## src/rtl/rr_sel_mux.sv

```systemverilog
// N:1 selector with a single-entry registered output. Producers are merged either
// by an explicit select (MODE 0) or by round-robin arbitration (MODE 1).
module rr_sel_mux #(
  parameter int WIDTH = 32,
  parameter int N     = 4,
  parameter int MODE  = 0,
  localparam int SELW = (N <= 2) ? 1 : $clog2(N)
) (
  input  logic               clk,
  input  logic               rst,
  input  logic [N*WIDTH-1:0] iData,
  input  logic [N-1:0]       iValid,
  output logic [N-1:0]       oReady,
  input  logic [SELW-1:0]    iS,
  output logic [WIDTH-1:0]   oData,
  output logic [SELW-1:0]    oSel,
  output logic               oValid,
  input  logic               iReady
);

  // Handshake: a word moves on channel k when iValid[k] && oReady[k], and leaves
  // the output register when oValid && iReady. oReady depends on the current
  // output occupancy (load = !oValid || iReady), so a consume and a new load
  // share one edge and the register sustains one word per cycle.

  localparam int NP = 1 << SELW;

  logic [WIDTH-1:0] ch_data [N];
  logic [NP-1:0]    valid_ext;
  logic [N-1:0]     cand_hi;
  logic [SELW-1:0]  grant_idx;
  logic             grant_valid;
  logic             load;

  logic             valid_q, valid_d;
  logic [WIDTH-1:0] data_q, data_d;
  logic [SELW-1:0]  sel_q, sel_d;
  logic [SELW-1:0]  ptr_q, ptr_d;

  for (genvar k = 0; k < N; k++) begin : g_slice
    assign ch_data[k] = iData[k*WIDTH +: WIDTH];
  end

  // Zero padding makes an out-of-range select look like an idle channel.
  assign valid_ext = NP'(iValid);
  assign load      = !valid_q || iReady;

  function automatic logic [SELW-1:0] lowest_set(input logic [N-1:0] v);
    logic [SELW-1:0] idx;
    idx = '0;
    for (int k = N - 1; k >= 0; k--) begin
      if (v[k]) idx = SELW'(k);
    end
    return idx;
  endfunction

  always_comb begin
    grant_idx   = '0;
    grant_valid = 1'b0;
    cand_hi     = '0;
    if (MODE == 0) begin
      grant_idx   = iS;
      grant_valid = valid_ext[iS];
    end else begin
      // Channels above the last winner take priority; otherwise wrap to the lowest.
      for (int k = 0; k < N; k++) begin
        cand_hi[k] = iValid[k] && (SELW'(k) > ptr_q);
      end
      grant_valid = |iValid;
      grant_idx   = (|cand_hi) ? lowest_set(cand_hi) : lowest_set(iValid);
    end
  end

  assign oReady = (!rst && load && grant_valid) ? (N'(1) << grant_idx) : '0;

  always_comb begin
    valid_d = valid_q;
    data_d  = data_q;
    sel_d   = sel_q;
    ptr_d   = ptr_q;
    if (load) begin
      valid_d = grant_valid;
      if (grant_valid) begin
        data_d = ch_data[grant_idx];
        sel_d  = grant_idx;
        if (MODE != 0) ptr_d = grant_idx;
      end
    end
  end

  always_ff @(posedge clk) begin
    if (rst) begin
      valid_q <= 1'b0;
      data_q  <= '0;
      sel_q   <= '0;
      ptr_q   <= SELW'(N - 1);
    end else begin
      valid_q <= valid_d;
      data_q  <= data_d;
      sel_q   <= sel_d;
      ptr_q   <= ptr_d;
    end
  end

  assign oData  = data_q;
  assign oSel   = sel_q;
  assign oValid = valid_q;

endmodule

```

## config.mk

```make
export PLATFORM = sky130hd
export DESIGN_NAME = rr_sel_mux
export DESIGN_NICKNAME = d
export VERILOG_FILES = /design/src/rtl/rr_sel_mux.sv
export SDC_FILE = /design/constraint.sdc
export NUM_CORES = 1
export LEC_CHECK = 0
export ABC_AREA = 1
export BUFFER_PORTS_ARGS = -buffer_cell sky130_fd_sc_hd__buf_4
export CAP_MARGIN = 40
export CORE_ASPECT_RATIO = 1.5
export CORE_MARGIN = 2
export CORE_UTILIZATION = 30
export DETAILED_ROUTE_END_ITERATION = 7
export PLACE_DENSITY = 0.67
export SYNTH_ARGS = -nofsm -noshare
export SYNTH_HDL_FRONTEND = slang
export SYNTH_SLANG_ARGS = --single-unit
```

## constraint.sdc

```tcl
create_clock -name clk -period 1.6 [get_ports clk]
set_clock_uncertainty 0.15 [all_clocks]
set_input_delay 0.08 -clock clk [delete_from_list [all_inputs] [get_ports clk]]
set_output_delay 0.08 -clock clk [all_outputs]
set_load 0.01 [all_outputs]
```

After elaboration in Yosys (flattened, before gate mapping)

Cells that the tools add are included.

Logic and storage cells: 19
Flip-flop bits (word level): 35
Memories: 0
Input bits: 137
Bits in writable memories: 0
Latch bits: 0
Output and inout port bits: 39
Memory bits (read-only): 0

Magnitude comparators: 2
Shift-type cells: 1
Bitwise operators: 1
Multiplexer cells: 6
$add $sub $neg: 0
Reduce and logical (&&, ||, !) cells: 6
Divide/modulo/power cells: 0
Multipliers: 0
Eq/ne operators: 0

Operator list:

| cell                                                                          | number |
|---|---|
| 32-bit binary-select mux with 2-bit select                                    | 1 |
| 32-bit 2-to-1 mux                                                             | 2 |
| 4-bit 2-to-1 mux                                                              | 1 |
| 1-bit by 2-bit << shifter with 4-bit output (first input constant)            | 1 |
| 3-bit greater-or-equal comparator (second input constant)                     | 1 |
| 2-bit by 3-bit less-than comparator with 1-bit output (second input constant) | 1 |
| 2-bit inverter with 3-bit output                                              | 1 |
| 1-bit binary-select mux with 2-bit select                                     | 1 |
| 1-bit logical AND                                                             | 2 |
| 1-bit zero test                                                               | 2 |
| 2-bit AND reduction                                                           | 1 |
| 1-bit logical OR                                                              | 1 |
| 1-bit 2-to-1 mux                                                              | 1 |

Longest topological paths before layout

Gate-level depths: netlist (run 1).

Depth in word-level cells: 5
Gate-level depth with buffers: 10
Gate-level depth less buffers: 8

Worst setup path after synthesis (run 1)

No wires, ideal clock.

Path kind: flip-flop to flip-flop
Start: register valid_q (netlist: oValid)
End: register sel_q[0] (netlist: oSel[0])
Required time: 1335 ps
Path buffers: 2
Setup slack: 169 ps
Data arrival time: 1166 ps
Period minus slack after synthesis: 1431 ps
Setup time: 115 ps
Stages on the path, launching flop included: 8
Path through: dfxtp_1 > inv_1 > nor2_1 > inv_1 > buf_2 > buf_2 > a21oi_1 > nor2_1

Word-level cells in the longest chain between the ends: 3

Ends and longest elaborated chain:

| element                              | RTL line | text |
|---|---|---|
| start, declared                      | 35       | `logic valid_q, valid_d;` |
| start signal, assigned               | 98       | `valid_q <= valid_d;` |
| 1-bit zero test                      | 46       | `assign load = !valid_q \|\| iReady;` |
| 1-bit logical OR                     | 46       |  |
| 2-bit AND reduction (no source line) | n/a      |  |
| end signal, assigned                 | 100      | `sel_q <= sel_d;` |
| end, declared                        | 37       | `logic [SELW-1:0] sel_q, sel_d;` |

No other way between the ends.
A chain may end at the register's enable or synchronous reset.

Worst setup path in the final report (run 1)

Start: register valid_q (netlist: oValid)
End: output oReady[0]

Word-level cells in the longest chain between the ends: 5

Ends and longest elaborated chain:

| element                         | RTL line | text |
|---|---|---|
| 1-bit zero test                 | 46       |  |
| 1-bit logical OR                | 46       |  |
| 1-bit logical AND (2 in series) | 74       | `assign oReady = (!rst && load && grant_valid) ? (N'(1) << grant_idx) : '0;` |
| 4-bit 2-to-1 mux                | 74       |  |
| end, declared                   | 13       | `output logic [N-1:0] oReady,` |

No other way between the ends.

==> results.tsv, run 1 <==
metric	value	unit
antenna_found_initial	0	
worst_slew_pin_slew	0.4319	ns
multi_input_area	1748	um2
wl_met2	5.504	mm
final-instance-count-excl-fill	736	
p_total	3.128	mW
netlist_area	2709	um2
grt_overflow	0	
grt_max_degree	42	
syn_inst	463	
clock-sinks	35	
max_stage_delay	0.31	ns
drt_iter0_drc	147	
cts_max_level	2	
drc	0	
rows	42	
hold_ws	0.04902	ns
cts.path.max_buffers	2	
nets	763	
synth_nets	600	
avgSynthCellArea	5.851	um2
synth.distinct_cells	23	
finalCriticalPeriod	1.529	ns
pwr-share-clk	0.308	
routed_wirelength	10.45	mm
path_clk_slew	0.05	ns
n_fill_cell	914	
seq_power_share	0.329	
relSlewSlack	0.7121	
dr_wl_met3	655	um
dpl.cell_count	723	
grt_first_pass_wirelength	15.81	mm
cts-buffers-inserted	5	
grt_pass1_vias	3463	
worstSetupPathType	register to primary output	
crit_arrival	1.30	ns
wirelength_met1	4.083	mm
start_util	0.3068	
vias	3644	
final_util	0.4928	
setup_tns	0	ns
cts_tree	yes	
ant_nets	0	
slowest_stage	dfxtp_1	
total_leakage_power	2.321	nW
start_kind	register	
first_pass_iters	4	
rsz0062_at_grt	true	
p_sw	0.9627	mW
p_per_area	719.0	nW/um2
die_h	120.4	um
layout_commonest_cell	buf_4	
syn_to_final_growth	60.60	%
cap_violations	0	
num_antenna_cells	0	
die-area	9821	um2
seqCellArea	700.7	um2
final_cell_mix	189 x buf_4, 140 x nand2_1, 129 x nand3_1	
grt_usage	0.2041	
outcome	completed	
gp_congestion	0.8121	
final_cell_area	4350	um2
cts-root-buf	clkbuf_16	
ys_warn_count	0	
layout_setup_ws	0.07090	ns
setup_violations	0	
core-area	8828	um2
power.internal	2.165	mW
top_layer	met4	
hold_path_class	primary input to register	
io_pins	176	
hold_viol_final	0	
portBuffers	175	
placed_area	4119	um2
synth-seq-area-share	0.2587	
place_hpwl	7.642	mm
ir_worst_vdd	0.0004790	V
dp_slack	0.07613	ns
vias_per_cell	4.951	
fin_crit_sh	0.9557	
drive_above_1_share	0.3706	
power_frac_comb	0.364	
end_kind	primary output	
synth-seq-cells	35	
critPathMaxFanout	5	
clkLatencyLatePin	0.27	ns
clock.fmax	654.0	MHz
wire_per_inst	14.20	um
die_w	81.59	um
path_cells	inv_1 > nor2_2 > inv_2 > buf_12 > nand2_4 > nor3b_2 > buf_4	
swShare	0.3078	
slew_violations	0	
required	1.37	ns
flip-flops by register name (all words and copies together) (netlist names):
signal  flops
oData      32
oSel        2
oValid      1
what timing repair did:
| item | 4_1_cts | 5_1_grt |
|---|---|---|
| setup buffers | 1 | 2 |
| endpoints found under the setup margin | 4 | 6 |
| hold endpoints to repair | 1 | 0 |
| cloned | 1 | 0 |
| resized for setup | 2 | 1 |
| hold buffers | 2 | 0 |
| pin swaps | 1 | 1 |
Yosys cell counts (all sizes together):
library cell | n | area share
buf | 34 | 0.079
nor3 | 3 | 0.0055
clkbuf | 8 | 0.011
a21oi | 34 | 0.089
nor2 | 67 | 0.096
nor3b | 1 | 0.0046
o211ai | 1 | 0.0028
o21ai | 1 | 0.0018
nand2 | 143 | 0.20
clkinv | 1 | 0.0014
dfxtp | 35 | 0.26
inv | 6 | 0.0092
nand3 | 129 | 0.24
final cells by class:
class | count | area share
multi-input cells | 379 | 0.4018
clock buffers | 6 | 0.03192
flip-flops and latches | 35 | 0.1611
repair buffers | 198 | 0.3658
inverters | 7 | 0.006615
clock inverters | 1 | 0.001150
well taps | 110 | 0.03164
critical path, delay by kind of cell, from the launching register on:
family	cells	cell delay, ns
buf+inv	4	0.42
flops	1	0.31
simple gates	3	0.30
power groups by stage:
stage	Combinational (mW)	Sequential, mW	Clock, mW
floorplan	0.535	1.08	0
global placement	1.10	1.04	0
detailed placement	1.12	1.05	0
CTS	1.14	1.03	0.991
global route	1.25	1.04	1.02
finish	1.14	1.03	0.962
cells by family (layout without fill, tap and decap cells):
| kind of cell | after synthesis | count (layout) | share of synthesized area |
|---|---|---|---|
| AND/OR/NAND/NOR | 343 | 343 | 0.5469 |
| buffers and inverters | 49 | 212 | 0.1007 |
| AO/OA/AOI/OAI | 36 | 36 | 0.09376 |
| flip-flops | 35 | 35 | 0.2587 |
layer usage:
metal | vias up | global-route usage
met1 | 1659 | 0.2279
li1 | 1838 | -
met3 | 13 | 0.03955
met4 | 0 | 0.05938
met5 | - | 0
met2 | 134 | 0.3796
path summary, 6_finish.rpt:
path | start | to | slack, ns | cells past startpoint
max | oValid | oReady[0] | 0.07 | 7
min | iData[7] | oData[7] | 0.05 | 7
min reg2reg | oSel[1] | oSel[1] | 0.33 | 2
max reg2reg | oValid | oData[31] | 0.11 | 7
(Power assumes the default switching activity.)
==> inputs of run 2 (changes only) <==
==> constraint.sdc (replaced) <==
create_clock -name clk -period 1.9 [get_ports clk]
set_clock_uncertainty 0.15 [all_clocks]
set_input_delay 0.095 -clock clk [delete_from_list [all_inputs] [get_ports clk]]
set_output_delay 0.095 -clock clk [all_outputs]
set_load 0.01 [all_outputs]
==> run 2 against run 1 <==
Largest cell class unchanged; sequential power decreased by 16%; sequential share of layout area is 0.52 points higher; count of clock-buffer cells in the layout down 1; utilization decreased by 1.5 points; first-iteration DRC count grew 31%; via count fell by 1.8%.
==> results.tsv, run 2 (synthesized netlist as in run 1, its figures left out) <==
metric	value	unit	change
die_h	120.4	um	unchanged
core-area	8828	um2	unchanged
fin_crit_sh	0.9561		
rows	42		unchanged
final_cell_mix	189 x buf_4, 140 x nand2_1, 129 x nand3_1		unchanged
outcome	completed		unchanged
slew_violations	0		unchanged
p_total	2.542	mW	was 3.128 mW
clkLatencyLatePin	0.27	ns	about the same
cap_violations	0		unchanged
ir_worst_vdd	0.0003008	V	was 0.0004790 V
portBuffers	175		unchanged
slowest_stage	dlygate4sd3_1		was dfxtp_1
endpoint	oReady[1]		was oReady[0]
io_pins	176		unchanged
final_cell_area	4214	um2	was 4350 um2
reg2reg_slack	0.54	ns	was 0.11 ns
final-instance-count-excl-fill	731		was 736
start_kind	primary input		was register
rsz0062_at_grt	false		was true
end_kind	primary output		unchanged
drive_above_1_share	0.3671		was 0.3706
nets	757		was 763
grt_overflow	0		unchanged
crit_arrival	1.57	ns	was 1.30 ns
ant_nets	0		unchanged
start_util	0.3068		unchanged
worstSetupPathType	primary input to primary output		was register to primary output
p_per_area	603.2	nW/um2	was 719.0 nW/um2
clock.fmax	550.5	MHz	
drc	0		unchanged
path_clk_slew	0.05	ns	about the same
antenna_found_initial	0		unchanged
r2r_end	oData[5]		was oData[31]
rr_startpoint	oValid		unchanged
vias	3577		was 3644
grt_pass1_vias	3352		was 3463
wire_per_inst	13.52	um	was 14.20 um
cts-buffers-inserted	5		unchanged
num_antenna_cells	0		unchanged
drt_iter0_drc	192		was 147
relSlewSlack	0.7297		was 0.7121
die_w	81.59	um	unchanged
top_layer	met4		unchanged
routed_wirelength	9.880	mm	was 10.45 mm
cts_tree	yes		unchanged
cp-startpoint	iReady		was oValid
path_cells	dlygate4sd3_1 > buf_4 > nor2_2 > inv_2 > buf_8 > nand2_2 > nor3_1 > buf_4		was inv_1 > nor2_2 > inv_2 > buf_12 > nand2_4 > nor3b_2 > buf_4
place_hpwl	7.463	mm	was 7.642 mm
cts.path.max_buffers	2		unchanged
dr_wl_met3	712	um	was 655 um
grt_usage	0.1993		was 0.2041
placed_area	4049	um2	was 4119 um2
max_stage_delay	0.57	ns	was 0.31 ns
setup_tns	0	ns	unchanged
post-cts-setup-buffers	0		was 1
finalCriticalPeriod	1.817	ns	
critPathMaxFanout	20		was 5
ff2ff_path_depth	7		unchanged
layout_commonest_cell	buf_4		unchanged
wirelength_met1	3.767	mm	was 4.083 mm
setup_violations	0		unchanged
grt_max_degree	38		was 42
hold_path_class	primary input to register		unchanged
vias_per_cell	4.893		was 4.951
wl_met2	5.243	mm	was 5.504 mm
die-area	9821	um2	unchanged
hold_depth	7		unchanged
cts_max_level	2		unchanged
first_pass_iters	6		was 4
gp_congestion	0.8399		was 0.8121
worst_slew_pin_slew	0.4054	ns	was 0.4319 ns
largest_reg_flops	32		unchanged
clock-sinks	35		unchanged
dpl.cell_count	722		was 723
grt_first_pass_wirelength	15.52	mm	was 15.81 mm
hold_viol_final	0		unchanged
required	1.65	ns	was 1.37 ns
cpMostUsedCell	buf_4		
total_leakage_power	2.252	nW	was 2.321 nW
syn_to_final_growth	55.57	%	was 60.60%
cts-root-buf	clkbuf_16		unchanged
==> run 2: worst min-delay path by stage <==
| stage | startpoint | to | slack (ns) |
|---|---|---|---|
| after floorplan | rst | oReady[0] | 0.07 |
| after global placement | iReady | oSel[1] | 0.25 |
| after detailed placement | iReady | oSel[1] | 0.25 |
| after CTS | iData[7] | oData[7] | 0.06 |
| after global routing | iData[8] | oData[8] | 0.09 |
| final | iData[2] | oData[2] | 0.06 |
==> run 2: final cells by class <==
cell class,count,area [um2]
tap,110,137.6
inverter,7,28.78
multi-input combinational,379,1743
fill,946,4614
sequential,35,700.7
timing repair buffer,192,1464
clock inverter,3,15.01
clock buffer,5,125.1
==> run 2: critical path, delay by kind of cell <==
family,cells,cell delay (ns)
buffers and inverters,5,1.11
AND/OR/NAND/NOR,3,0.36
==> run 2: layer usage <==
metal / up-vias / track usage
met5: - / 0
li1: 1832 / -
met3: 8 / 0.04552
met2: 124 / 0.3673
met1: 1613 / 0.2222
met4: 0 / 0.05625
==> run 2: repair_timing <==
action	4_1_cts	5_1_grt
resized for setup	0	4
endpoints found under the hold margin	1	0
endpoints found under the setup margin	0	4
hold buffers	1	0
==> run 2: power by group <==
group          leakage (nW)  internal, mW  switching, mW  total (mW)
clock                0.0733         0.477          0.290       0.767
sequential            0.290         0.815         0.0509       0.865
combinational          1.89         0.463          0.446       0.909
==> run 2: through the flow <==
| step | hold slack [ns] | setup slack [ns] | util |
|---|---|---|---|
| finish | 0.06322 | 0.08340 | 0.4773 |
| global route | 0.09151 | 0.009418 | 0.4773 |
| CTS | 0.05842 | 0.02900 | 0.4756 |
| detailed placement | 0.2522 | 0.4143 | 0.4586 |
| global placement | 0.2530 | 0.4254 | 0.4586 |
| floorplan | 0.07295 | 0.4691 | - |
